--- src/rtl/fptofix_if.sv ---
// Handshake bundle for the float-to-fixed converter: operand side and result side.
interface fptofix_if #(
  parameter int WOUT = 32
);
  logic [31:0]     a;
  logic [1:0]      roundmode;
  logic            in_valid;
  logic            in_ready;
  logic [WOUT-1:0] q;
  logic            out_valid;
  logic            out_ready;
  logic [2:0]      flags;

  modport master (
    output a, roundmode, in_valid, out_ready,
    input  in_ready, q, out_valid, flags
  );

  modport slave (
    input  a, roundmode, in_valid, out_ready,
    output in_ready, q, out_valid, flags
  );
endinterface

--- src/rtl/fptofix.sv ---
// Multi-cycle IEEE single to signed fixed-point converter; magnitude shifted one bit
// per cycle, then rounded, saturated and negated. One operand in flight at a time.
module fptofix #(
  parameter int WOUT = 32,
  parameter int FRAC = 16
) (
  input logic       clk,
  input logic       reset,
  fptofix_if.slave  bus
);

  typedef enum logic [2:0] {
    IDLE,
    UNPACK,
    SHIFT,
    ROUND,
    DONE
  } state_t;

  state_t state, state_next;

  logic [31:0]     a_r;
  logic [1:0]      rm_r;
  logic            s;
  logic [WOUT-1:0] mag;
  logic            g, t;
  logic [7:0]      cnt;
  logic            left;
  logic            ovf, inv;
  logic [WOUT-1:0] q_r;
  logic [2:0]      flags_r;

  logic            accept;

  // Unpack decode of the captured operand
  logic [7:0]  e;
  logic [22:0] f;
  logic [23:0] m;
  logic [7:0]  ee;
  int          k;
  logic        is_nan, is_inf, is_zero;
  logic [7:0]  n_u;

  always_comb begin
    e       = a_r[30:23];
    f       = a_r[22:0];
    m       = {(e != 8'd0), f};
    ee      = (e == 8'd0) ? 8'd1 : e;
    k       = int'(ee) - 150 + FRAC;
    is_nan  = (e == 8'hFF) && (f != 23'd0);
    is_inf  = (e == 8'hFF) && (f == 23'd0);
    is_zero = (e == 8'd0) && (f == 23'd0);
    if (is_nan || is_inf || is_zero) begin
      n_u = '0;
    end else if (k < 0) begin
      n_u = (-k > 26) ? 8'd26 : 8'(-k);
    end else begin
      n_u = 8'(k);
    end
  end

  // Rounding, saturation and negation of the shifted magnitude
  logic            inc;
  logic [WOUT:0]   sum;
  logic [WOUT:0]   pos_max, neg_max;
  logic            rnd_ovf, ovf_all, inexact;
  logic [WOUT-1:0] q_next;

  always_comb begin
    case (rm_r)
      2'b00:   inc = g & (t | mag[0]);
      2'b01:   inc = 1'b0;
      2'b10:   inc = ~s & (g | t);
      default: inc = s & (g | t);
    endcase
    sum     = {1'b0, mag} + {{WOUT{1'b0}}, inc};
    pos_max = {2'b00, {(WOUT-1){1'b1}}};
    neg_max = {2'b01, {(WOUT-1){1'b0}}};
    rnd_ovf = s ? (sum > neg_max) : (sum > pos_max);
    ovf_all = (ovf | rnd_ovf) & ~inv;
    inexact = (g | t) & ~ovf_all & ~inv;
    if (inv) begin
      q_next = '0;
    end else if (ovf_all) begin
      q_next = s ? {1'b1, {(WOUT-1){1'b0}}} : {1'b0, {(WOUT-1){1'b1}}};
    end else if (s) begin
      q_next = -sum[WOUT-1:0];
    end else begin
      q_next = sum[WOUT-1:0];
    end
  end

  assign accept        = bus.in_valid & bus.in_ready;
  assign bus.in_ready  = (state == IDLE) & ~reset;
  assign bus.out_valid = (state == DONE);
  assign bus.q         = q_r;
  assign bus.flags     = flags_r;

  always_ff @(posedge clk) begin
    if (reset) begin
      state <= IDLE;
    end else begin
      state <= state_next;
    end
  end

  always_comb begin
    state_next = state;
    case (state)
      IDLE:    if (accept) state_next = UNPACK;
      UNPACK:  state_next = (n_u == 8'd0) ? ROUND : SHIFT;
      // A left shift that would push a one out of the top bit saturates immediately
      SHIFT:   if ((left && mag[WOUT-1]) || cnt == 8'd1) state_next = ROUND;
      ROUND:   state_next = DONE;
      DONE:    if (bus.out_ready) state_next = IDLE;
      default: state_next = IDLE;
    endcase
  end

  always_ff @(posedge clk) begin
    if (reset) begin
      a_r     <= '0;
      rm_r    <= '0;
      s       <= 1'b0;
      mag     <= '0;
      g       <= 1'b0;
      t       <= 1'b0;
      cnt     <= '0;
      left    <= 1'b0;
      ovf     <= 1'b0;
      inv     <= 1'b0;
      q_r     <= '0;
      flags_r <= '0;
    end else begin
      case (state)
        IDLE: begin
          if (accept) begin
            a_r  <= bus.a;
            rm_r <= bus.roundmode;
          end
        end
        UNPACK: begin
          s    <= a_r[31];
          mag  <= {{(WOUT-24){1'b0}}, m};
          g    <= 1'b0;
          t    <= 1'b0;
          cnt  <= n_u;
          left <= (k > 0);
          ovf  <= is_inf;
          inv  <= is_nan;
        end
        SHIFT: begin
          if (left) begin
            if (mag[WOUT-1]) begin
              ovf <= 1'b1;
            end else begin
              mag <= mag << 1;
              cnt <= cnt - 8'd1;
            end
          end else begin
            t   <= t | g;
            g   <= mag[0];
            mag <= mag >> 1;
            cnt <= cnt - 8'd1;
          end
        end
        ROUND: begin
          q_r     <= q_next;
          flags_r <= {inv, ovf_all, inexact};
        end
        default: ;
      endcase
    end
  end

endmodule

--- src/flat_wrapper.sv ---
// flat-port wrapper written by rule: the top's interface ports become plain ports
module fptofix_flat 
#(
  parameter int WOUT = 32,
  parameter int FRAC = 16
)
  (clk, reset, bus_a, bus_roundmode, bus_in_valid, bus_out_ready, bus_in_ready, bus_q, bus_out_valid, bus_flags);
  fptofix_if #(.WOUT(WOUT)) bus_i ();
  input logic clk;
  input logic reset;
  input wire logic [$bits(bus_i.a)-1:0] bus_a;
  input wire logic [$bits(bus_i.roundmode)-1:0] bus_roundmode;
  input wire logic [$bits(bus_i.in_valid)-1:0] bus_in_valid;
  input wire logic [$bits(bus_i.out_ready)-1:0] bus_out_ready;
  output wire logic [$bits(bus_i.in_ready)-1:0] bus_in_ready;
  output wire logic [$bits(bus_i.q)-1:0] bus_q;
  output wire logic [$bits(bus_i.out_valid)-1:0] bus_out_valid;
  output wire logic [$bits(bus_i.flags)-1:0] bus_flags;
  assign bus_i.a = bus_a;
  assign bus_i.roundmode = bus_roundmode;
  assign bus_i.in_valid = bus_in_valid;
  assign bus_i.out_ready = bus_out_ready;
  assign bus_in_ready = bus_i.in_ready;
  assign bus_q = bus_i.q;
  assign bus_out_valid = bus_i.out_valid;
  assign bus_flags = bus_i.flags;
  fptofix #(.WOUT(WOUT), .FRAC(FRAC)) u_core (.clk(clk), .reset(reset), .bus(bus_i));
endmodule
--- config.mk ---
export PLATFORM = sky130hd
export DESIGN_NAME = fptofix_flat
export DESIGN_NICKNAME = d
export VERILOG_FILES = /design/src/rtl/fptofix_if.sv /design/src/rtl/fptofix.sv /design/src/flat_wrapper.sv
export SDC_FILE = /design/constraint.sdc
export NUM_CORES = 1
export LEC_CHECK = 0
export ABC_AREA = 1
export CAP_MARGIN = 20
export CORE_MARGIN = 1.5
export CORE_UTILIZATION = 53
export DETAILED_ROUTE_END_ITERATION = 8
export MAX_ROUTING_LAYER = met4
export PLACE_DENSITY = 0.86
export SYNTH_ARGS = -nofsm -noshare
export SYNTH_HDL_FRONTEND = slang
export SYNTH_SLANG_ARGS = --single-unit
export TNS_END_PERCENT = 100
--- constraint.sdc ---
create_clock -name clk -period 3.7 [get_ports clk]
set_input_delay 0.37 -clock clk [delete_from_list [all_inputs] [get_ports clk]]
set_output_delay 0.37 -clock clk [all_outputs]
set_load 0.005 [all_outputs]
After elaboration in Yosys (flattened, before gate mapping) --
Cells that the tools add are included. W data, S select, Z words.
Operators by class: $add $sub $neg 6, magnitude comparators 5, equality and inequality tests 15, muxes and demuxes 28, bitwise gates (word level) 15, reduce and logical (&&, ||, !) cells 20
Operators by type and width (number):
- $mux W32 | 6
- $neg A32 Y32 | 2
- $pmux W32 S2 | 1
- $mux W8 | 6
- $add A32 B1 Y33 | 1
- $gt A33 B31 Y1 const B | 1
- $gt A33 B32 Y1 const B | 1
- $add A32 B6 Y32 const B | 1
- $gt A32 B1 Y1 const B | 1
- $gt A32 B6 Y1 const B | 1
- $lt A32 B1 Y1 const B | 1
- $logic_not A23 Y1 | 1
- $reduce_bool A23 Y1 | 1
- $logic_not A8 Y1 | 2
- $pmux W8 S2 | 1
- $pmux W3 S5 | 1
- $mux W3 | 3
- $sub A8 B8 Y9 const B | 1
- $and A1 B1 Y1 | 8
- $eq A8 B1 Y1 const B | 1
- $eq A8 B8 Y1 const B | 1
- $ne A2 B1 Y1 const B | 4
- $reduce_bool A8 Y1 | 1
- $sub A8 B1 Y8 const B | 1
- 19 further kinds | 41
Storage, ports and cells: flip-flop bits (word level) 118, bits of input ports 38, output and inout bits 37, word-level logic and storage cells 103

Logic depth before layout (Yosys ltp) --
Gate-level depths: netlist of run 1.
depth in word-level cells 12, mapped depth 31, gate-level depth less buffers 30

Worst setup path before layout of run 1 --
No wires, ideal clock.
path kind reg-to-reg, from register u_core.s, to register u_core.q_r[28], in the netlist u_core.bus.q[28], setup time 0.132 ns, arrival 3.430 ns, required time 3.568 ns, path slack 0.137 ns, stages on the path, launching flop included 25, buffers on the path 2, path through dfxtp_1 -> clkinv_1 -> clkbuf_1 -> o21ai_0 -> o21ai_0 -> ha_1 -> ha_1 -> nand2_1 -> nor2_2 -> nand2_2 -> nor4_1 -> xor2_1 -> inv_1 -> nand2_1 -> nor3_1 -> nand3_2 -> nor3_2 -> nand4_1 -> nand2_1 -> nand3_2 -> nand2_2 -> buf_4 -> nand2_1 -> nand3_1 -> a21oi_1
Between the ends: word-level cells in the longest chain between the ends 10, elaborated cells between the ends (all ways) 15, those cells by class add/sub (2); order compare (2); mux (6); bitwise (5)
Ends and longest elaborated chain:
- from (decl) | line fptofix.sv:24 | logic s;
- from (signal assigned) | line fptofix.sv:143 | s <= a_r[31];
- $not A1 Y1 | line fptofix.sv:73 | 2'b10: inc = ~s & (g | t);
- $and A1 B1 Y1 | line fptofix.sv:73
- $pmux W1 S3 | line fptofix.sv:70 | case (rm_r)
- $add A32 B1 Y33 | line fptofix.sv:76 | sum = {1'b0, mag} + {{WOUT{1'b0}}, inc};
- $gt A33 B31 Y1 / $gt A33 B32 Y1 (equally long branches) | line fptofix.sv:79 | rnd_ovf = s ? (sum > neg_max) : (sum > pos_max);
- $mux W1 | line fptofix.sv:79
- $or A1 B1 Y1 | line fptofix.sv:80 | ovf_all = (ovf | rnd_ovf) & ~inv;
- $and A1 B1 Y1 | line fptofix.sv:80
- $mux W32 (*) | line fptofix.sv:84 | end else if (ovf_all) begin
- $mux W32 (*) | line fptofix.sv:82 | if (inv) begin
- to (signal assigned) | line fptofix.sv:168 | q_r <= q_next;
- to (decl) | line fptofix.sv:30 | logic [WOUT-1:0] q_r;
Every way passes the cells marked *; elsewhere a longest branch is shown, timed or not. A chain may end at the register's enable or synchronous reset.

Worst setup path after layout of run 1 --
from register u_core.g, to register u_core.q_r[11], in the netlist u_core.bus.q[11]
Between the ends: word-level cells in the longest chain between the ends 10, elaborated cells between the ends (all ways) 15, those cells by class add/sub (2); order compare (2); mux (5); bitwise (6)
Ends and longest elaborated chain:
- from (decl) | line fptofix.sv:26 | logic g, t;
- from (signal assigned) | line fptofix.sv:162 | g <= mag[0];
- $or A1 B1 Y1 | line fptofix.sv:73, fptofix.sv:74
- $and A1 B1 Y1 (on tied branches) | line fptofix.sv:74, fptofix.sv:73
- $pmux W1 S3 (*) | line fptofix.sv:70
- $add A32 B1 Y33 (*) | line fptofix.sv:76
- $gt A33 B31 Y1 / $gt A33 B32 Y1 (equally long branches) | line fptofix.sv:79
- $mux W1 | line fptofix.sv:79
- $or A1 B1 Y1 | line fptofix.sv:80
- $and A1 B1 Y1 | line fptofix.sv:80
- $mux W32 (*) | line fptofix.sv:84
- $mux W32 (*) | line fptofix.sv:82
Marked as above.

==> results.md, run 1 <==
Status:
- The run finished, with violations left.
- The checks that failed: setup timing.

Critical path:
- STA puts the critical path data arrival time at around 4.1 ns.
- The signal on the critical path passes through nor2_2 -> inv_1 -> o21ai_2 -> o21ai_2 -> ha_2 -> buf_4 -> nand4_2 -> nor2_4 -> nand2_2 -> nor3_2 -> xor2_2 -> nand2_1 -> nor3_4 -> nand3_2 -> nor3_2 -> nand4_1 -> nand2_1 -> nand3_2 -> nand3_4 -> buf_12 -> nand3_1 -> a21oi_1.
- The family of cells with the greatest summed delay on the critical path is simple AND/OR/NAND/NOR gates.
- The cell at the slowest stage of the critical path is sky130_fd_sc_hd__dfxtp_2.
- For the worst setup path, the data required time is 4.01 ns.
- The worst register-to-register path ends at u_core.bus.q[11].
- The worst setup path is captured at a flop.
- The critical path contains buffers and inverters numbering 3 combined.
- Along the worst path, the maximum fanout reaches 15.
- In this run the critical register-to-register path is launched from u_core.g.
- For this run, the slowest stage of the critical path takes approximately 0.35 ns.
- The depth of the worst register-to-register path is 22.
- STA classifies the critical path startpoint as a flop.
- The start-to-end type of the worst setup path is reg2reg.
- The minimum setup slack among reg-to-reg paths is -0.09 ns.

Route:
- The first-pass iteration count of the detailed router is 7.
- Dividing the detail-routed wire length by the instance count gives between 15 and 20 µm.
- For this block, the routed nets add up to ~25000 µm of wire.
- The post-detailed-route via-to-cell ratio is 5.78.
- The count of antenna-violating nets left after detailed routing is 0.
- After detailed routing, the number of remaining DRC violations is 0.
- The detailed router placed about 9200 vias in this run.
- The number of DRC markers in iteration 0 is between 900 and 1000.

Synthesis:
- Of the synthesized area, sequential elements account for between 20% and 30%.
- After technology mapping, the gate count stands at around 1300.
- The biggest area consumer among synthesized cells is sky130_fd_sc_hd__dfxtp_1.
- The adder and majority gate portion of the synthesized area is under 10%.
- The number of different library cells used by synthesis comes to 41.
- After synthesis, the mean cell area works out to 6.30 µm².
- The number of nets in the synthesized netlist is approximately 1300.
- Summing the areas of all and, or, nand and nor instances in the mapped netlist gives between 30% and 40% of the synthesized area.
- Synthesis inferred 118 register bits.
- The post-synthesis xor/xnor area fraction is 6.80%.
- The mapped netlist covers just over 8000 µm².
- By instance count, the leading cell after synthesis is sky130_fd_sc_hd__nand2_1.
- The post-synthesis compound-gate area fraction is between 10% and 20%.
- By area the synthesized netlist is led by sky130_fd_sc_hd__dfxtp_1 29%, sky130_fd_sc_hd__nand2_1 13%, sky130_fd_sc_hd__a21oi_1 8.0%.
- The largest family of logic cells by synthesized area is simple AND/OR/NAND/NOR gates.
- The fraction of synthesized area in multiplexers is 0%.
- Counting instances in the post-synthesis netlist gives the leading cell types as 287 x sky130_fd_sc_hd__nand2_1, 167 x sky130_fd_sc_hd__inv_1, 129 x sky130_fd_sc_hd__a21oi_1.
- The number of warnings printed during yosys synthesis is 0.
- The share of flip-flops with an asynchronous set or reset is 0%.
- The proportion of netlist area held by the largest area contributor is between 20% and 30%.
- The most used flip-flop cell after synthesis is sky130_fd_sc_hd__dfxtp_1.
- The number of enable-type register cells in the synthesized netlist is 0.

Power and ir drop:
- The total net switching power is roughly 3.1 mW.
- Cell internal power was estimated by the tool at approximately 4.0 mW.
- The power density relative to cell area is around 670 nW/µm².
- The worst-case IR drop observed on VDD is around 0.46 mV.
- The share of total power dissipated in the clock network is roughly a quarter.
- The switching power as a share of total power is 43.3%.
- The share of power burned in combinational logic is approximately half.
- The part of the total power dissipated in sequential elements is roughly 24%.
- The static leakage is between 4 and 5 nW.

STA:
- The highest clock rate is ~260 MHz.
- After layout, the worst setup slack is -0.0924 ns.
- Headroom to the max-slew limit came out at between 30% and 40%.
- The fraction of the cycle the final worst path needs is 102%.
- For the final routed database, the setup TNS stands at -0.691 ns.
- Counting I/O delays and the setup requirement, the final critical path takes around 3.8 ns.
- The transition time at the pin with the least slew margin is approximately 0.95 ns.
- Setup repair after global routing could not meet its margin everywhere.
- The number of setup violations in the final report is 29.
- On the final layout, the worst clock skew is a little over 0.009 ns.
- The number of slew-limit violations in the final report is 0.
- The hold violation total from the final report is 0.

Place:
- The number of buffer cells added on primary ports is 74.
- The HPWL after detailed placement is roughly 16000 µm.
- Routability-driven placement finished with a final weighted congestion of between 0.9 and 1.
- The cell total after placement is about 1500.

Clocking:
- Counting along the longest clock path gives a buffer depth of 2.
- The clock root buffer is sky130_fd_sc_hd__clkbuf_16.
- The clock tree synthesis step divided the H-tree into 4 levels.
- The number of buffers created by CTS is 17.
- Clock-pin slew was measured on the worst setup and hold paths at roughly 0.050 ns.
- The clock drives approximately 120 sinks.
- For the worst-skew pair, the clock arrives at the later sink with an insertion delay of roughly 0.43 ns.
- The CTS tree is built.

Worst hold path:
- In this run the most critical hold path is launched from u_core.bus.q[8].
- The worst hold path terminates at u_core.bus.q[8].
- The worst hold path was traced through 2 stages.
- The class of the tightest hold or removal check is reg2reg.

Die:
- The height of the die is roughly 130 µm.
- Row generation in the floorplan step produced 44 rows.
- The initial cell density of the core is 54.8%.
- The floorplan step defined a core boundary enclosing between 10000 and 15000 µm².
- The full die area is approximately 16000 µm².
- During I/O placement, the number of pins put on the boundary was 75.
- The die is between 100 and 150 µm wide.

Finish:
- The non-filler instance count after layout is around 1600.
- The repair_antennas step left the layout with diodes totalling 0.
- The signed area change from the synthesized netlist to the final layout is 32.0%.
- After the last flow step, the layout net total stands at ~1500.
- The ratio of cells with drive above 1 in the final layout is around 16%.

GRT:
- The number of global-route vias before repair is 7969.
- The first global-routing pass estimated ~38000 µm of wire.
- The maximum number of pins on one net before global-route repair is between 60 and 70.
- The initial antenna violation count is 0.
- After global routing the overflow that remains totals 0.
- The overall track demand over capacity in global routing is 29.4%.

Flow run:
- The number of max-capacitance violations reported is 0.
==> through the flow <==
| stage | power [mW] | hold slack [ns] | utilization, % | setup slack (ns) | cell area [µm²] |
|---|---|---|---|---|---|
| 4_1_cts | 6.50 | 0.464 | 67.5 | 0.0123 | 9920 |
| 3_5_place_dp | 4.64 | 0.456 | 62.9 | -0.261 | 9250 |
| 3_3_place_gp | 4.59 | 0.452 | 62.9 | -0.239 | 9250 |
| 2_1_floorplan | 3.84 | 0.430 | - | 0.137 | 8060 |
| 6_report | 7.15 | 0.462 | 72.3 | -0.0924 | 10600 |
| 5_1_grt | 7.59 | 0.475 | 72.3 | -0.353 | 10600 |
==> area by class of cell <==
type | count | area, µm²
tap | 184 | 230
clock buffer | 24 | 492
sequential | 118 | 2380
timing repair buffer | 151 | 1420
inverter | 176 | 668
fill | 1106 | 4070
clock inverter | 8 | 144
multi-input combinational | 931 | 5300
==> per-layer routing <==
metal | share of wire [%] | vias up | track usage (%)
met5 | 0 | - | -
met4 | 4.2 | 0 | 8.59
met3 | 7.9 | 104 | 5.82
met2 | 46 | 487 | 46.7
met1 | 42 | 4165 | 38.3
li1 | - | 4445 | -
==> cell usage in the layout (no fill, tap or decap), drive strengths merged, types with 10 or more instances in the layout <==
master	Yosys	final
nand4	35	35
nor3	46	46
nand2	291	291
o21ai	93	93
nand3	98	98
ha	17	17
xor2	49	49
a21oi	129	129
o211ai	10	10
a31oi	15	15
dfxtp	118	118
inv	169	169
clkdlybuf4s50	0	73
clkbuf	43	28
clkinv	7	11
nor2	106	106
buf	11	74
xnor2	11	11
==> power by group through the flow <==
stage                     clock network, mW  registers [mW]  logic (mW)
after floorplan                           0            1.66        2.19
after global placement                    0            1.71        2.88
after detailed placement                  0            1.71        2.92
after CTS                              1.79            1.69        3.01
after global routing                   1.85            1.75        3.99
final                                  1.79            1.73        3.63
==> worst max path at each step <==
stage / from / endpoint / slack [ns] / depth (start not counted)
2_1_floorplan: u_core.s / u_core.bus.q[28] / 0.14 / 24
3_3_place_gp: u_core.a_r[25] / u_core.state[0] / -0.24 / 27
3_5_place_dp: u_core.a_r[25] / u_core.state[0] / -0.26 / 27
4_1_cts: u_core.t / u_core.bus.q[31] / 0.01 / 27
5_1_grt: u_core.t / u_core.bus.q[11] / -0.35 / 23
6_report: u_core.g / u_core.bus.q[11] / -0.09 / 22
==> cells by family after synthesis <==
kind of cell    count (synthesis)
fa+ha+maj                      17
compound gates                260
simple gates                  594
buf+inv                       230
flops                         118
xor+xnor                       60
==> state kept, by name (all words and copies together), names as in the netlist <==
name              cells
u_core.a_r           32
u_core.bus.q         32
u_core.mag           32
u_core.cnt            8
u_core.bus.flags      3
u_core.state          3
u_core.rm_r           2
u_core.g              1
u_core.inv            1
u_core.left           1
u_core.ovf            1
u_core.s              1
u_core.t              1
==> worst min-delay path: stages, from the launching register on <==
cell and delay [ns]:
sky130_fd_sc_hd__dfxtp_1 0.30, sky130_fd_sc_hd__nand2_1 0.06, sky130_fd_sc_hd__a21oi_1 0.05
==> repair_timing <==
item,CTS,global route
pin swaps,3,44
gates cloned,0,5
hold buffers,0,0
setup buffers,1,16
resized for setup,10,118
endpoints found under the setup margin,13,41
No activity file was read; power rests on OpenSTA's default activity.
==> run 2: changes to the inputs <==
Settings changed: CORE_MARGIN 1.5 to 5.
==> run 2 against run 1 <==
The run still ends with setup timing left. Core utilization fell by 0.28 points. Sequential share of layout area fell by 0.41 points. Combinational power rose by 5%. Critical path depth rose by 1. Clock power fell by 3%. Power rose by 1.6%. Global-route usage fell by 4.0 points. Largest cell class unchanged. Via count rose by 0.92%. Maximum frequency rose by 1.2%. Clock skew rose by 0.0039 ns. Wire length rose by 2.5%. Non-clock buffer count rose by 2. Critical path type unchanged.
==> results.md, run 2 (same netlist as run 1, synthesis figures left out) <==
Critical path:
- In this run the worst path has a maximum fanout of 8.
- The largest stage delay on the critical path is 0.53 ns.
- The critical path goes through inv_2 -> o21ai_1 -> o21ai_2 -> ha_2 -> ha_4 -> nand2_4 -> nor2_4 -> nand2_4 -> inv_1 -> nand4_1 -> o21ai_0 -> nand2_1 -> inv_1 -> nand3_2 -> nor3_2 -> nand4_1 -> nand2_1 -> nand3_2 -> nand2_4 -> clkbuf_16 -> nand2_2 -> nand3_2 -> a21oi_2.
- The start of the worst register-to-register path is u_core.rm_r[0].
- In this run the worst setup path begins at u_core.rm_r[0].
- The critical path arrival is around 4 ns.
- The kind of end point of the critical path is a flop.
- The critical path required time is ~4.0 ns.
- The critical path startpoint category is a flop.
- The setup path with the least slack is of type reg2reg.
- The cell at the slowest stage of the critical path is sky130_fd_sc_hd__o21ai_0.

Route:
- The count of nets left with antenna violations once routing finished came out at 0.
- Summed over all layers, the routed wires come to 25400 µm.
- Summing over every cut layer, the via total after detailed routing is 9286.
- The DRC violation count after routing is 0.
- The number of DRC markers in iteration 0 is 944.
- The first-pass iteration count of the detailed router is 6.
- After detailed routing, the average wire length per cell comes to approximately 16 µm.
- The post-detailed-route via-to-cell ratio is 5.81.

Clocking:
- The number of clock sinks is 118.
- The number of clock buffers added by TritonCTS is 17.
- The buffer depth of the longest clock path is 2.
- The clock tree synthesis step divided the H-tree into 4 levels.
- The clock insertion delay at the later pin of the skew report is approximately 0.43 ns.
- After clock tree synthesis, the clock-pin slew on the worst setup and hold paths is around 0.060 ns.
- The clock root buffer is sky130_fd_sc_hd__clkbuf_16.
- The CTS tree is built.

Place:
- The HPWL after detailed placement is between 15000 and 20000 µm.
- The instance area at placement is slightly above 9000 µm².
- During placement, the flow inserted port buffers numbering 74.
- The final weighted congestion of routability-driven global placement is between 0.9 and 1.
- The placement-stage worst setup slack is -0.136 ns.

STA:
- The tightest slew margin relative to the limit is approximately a third.
- At the pin with the least slew margin, the transition time is just under 1 ns.
- After layout, the worst path uses 101% of the clock period.
- Setup repair after global routing could not meet its margin everywhere.
- The highest clock rate is between 200 and 300 MHz.
- Setup violations remaining at the end of the flow were counted as 14.
- The hold violation total from the final report is 0.
- The number of slew-limit violations in the final report came to 0.
- The final setup skew is around 0.013 ns.
- Setup slack on the critical path of the routed design comes to -0.0476 ns.
- The smallest clock period supported by the final layout is computed as 3.75 ns.

Finish:
- The ratio of cells with drive above 1 in the final layout is between 10% and 20%.
- The combined flip-flop and latch cell area is around 2400 µm².
- The library cell used most frequently in the layout, excluding fill and tap cells, is sky130_fd_sc_hd__nand2_1.
- After filler insertion, the fill cell instance count of the layout stands at 1115.
- The core utilization of the finished layout is roughly 72%.
- The final cell area excluding filler cells is approximately 11000 µm².
- The signed area change from the synthesized netlist to the final layout is 34.4%.
- The area of the multi-input gates is roughly 5500 µm².
- The number of inserted diodes is 0.
- The final-stage net count is roughly 1500.
- Leaving out fill and tap cells, the most frequent cells in the layout are 256 x sky130_fd_sc_hd__nand2_1, 158 x sky130_fd_sc_hd__inv_1, 121 x sky130_fd_sc_hd__a21oi_1.

Die:
- The total core area is 15000 µm².
- The full die area is between 15000 and 20000 µm².
- The height of the die is approximately 130 µm.
- The top-level port count is 75.
- The row count is 45.
- The initial cell density of the core is a little over half.
- From left edge to right edge, the die measures 133 µm.

Power and ir drop:
- Summed over all cells, the static leakage comes to around 4.4 nW.
- Across the VDD grid, the largest voltage drop is roughly 0.45 mV.
- In this run the power density over the cells is approximately 670 nW/µm².

Flow run:
- Across the run, the number of max-cap violations was 0.

GRT:
- The first global-routing pass estimated ~37000 µm of wire.
- For this run the aggregate overflow at the end of global routing stands at 0.
- The number of global-route vias before repair came to approximately 7900.
- Entering global routing, the biggest net connects between 60 and 70 pins.
- The initial antenna violation count came to 0.
- For this run, the total global-route usage over all layers was measured as around a quarter.

Worst hold path:
- The startpoint identified for the worst hold timing path is u_core.bus.q[23].
- The min-delay analysis places its worst path in the category reg2reg.

Status:
- The flow ran to the end, but the final reports show violations.
- The final reports fail on setup timing.
-- run 2: cell count changes in the layout (fill, tap and decap cells not counted), sizes merged --
cell      previous run  this run
inv                169       180
clkbuf              28        20
clkinv              11         7
buf                 74        77
bufinv               4         2
clkinvlp             0         2
-- run 2: layout make-up --
class / instances / share of cell area [%]
Clock inverter: 15 / 1.65
Sequential cell: 118 / 21.9
Timing Repair Buffer: 153 / 13.2
Clock buffer: 17 / 3.93
Multi-Input combinational cell: 931 / 51.0
Tap cell: 188 / 2.17
Inverter: 176 / 6.10
-- run 2: metal layers --
metal / GRT usage [%] / vias up / part of all wire [%]
li1: - / 4445 / -
met1: 33.8 / 4289 / 42
met2: 39.7 / 478 / 47
met3: 4.42 / 74 / 8.0
met4: 7.89 / 0 / 2.8
met5: - / - / 0
-- run 2: worst paths after layout --
kind                                    endpoint  slack (ns)  cells after the start
worst max register to register  u_core.bus.q[21]       -0.05                     23
worst max-delay path            u_core.bus.q[21]       -0.05                     23
worst min-delay path            u_core.bus.q[23]        0.46                      2
worst min register to register  u_core.bus.q[23]        0.46                      2
-- run 2: metrics by stage --
stage                     hold WS [ns]  power, mW  std cells  setup TNS [ns]
after floorplan                  0.430       3.84       1279               0
after global placement           0.452       4.60       1538          -0.332
after detailed placement         0.457       4.65       1538          -0.136
after CTS                        0.465       6.44       1573               0
after global routing             0.483       7.68       1598           -8.87
final                            0.462       7.26       1598          -0.217
-- run 2: timing repair --
item                       4_1_cts  5_1_grt
pin swaps                        7       66
hold buffers                     0        0
gates cloned                     0        5
setup endpoints to repair        4       41
buffers inserted                 3       21
gates resized for setup         15      154
-- run 2: power breakdown --
| part | internal (mW) | switching, mW |
|---|---|---|
| Combinational | 1.44 | 2.36 |
| Sequential | 1.49 | 0.236 |
| Clock | 1.02 | 0.707 |
-- run 2: worst max-delay path, delay by kind of cell, from the launching register on --
| family | cells | cell delay [ns] |
|---|---|---|
| buf+inv | 4 | 0.49 |
| compound gates | 4 | 0.87 |
| flops | 1 | 0.33 |
| simple gates | 13 | 1.49 |
| fa+ha+maj | 2 | 0.40 |
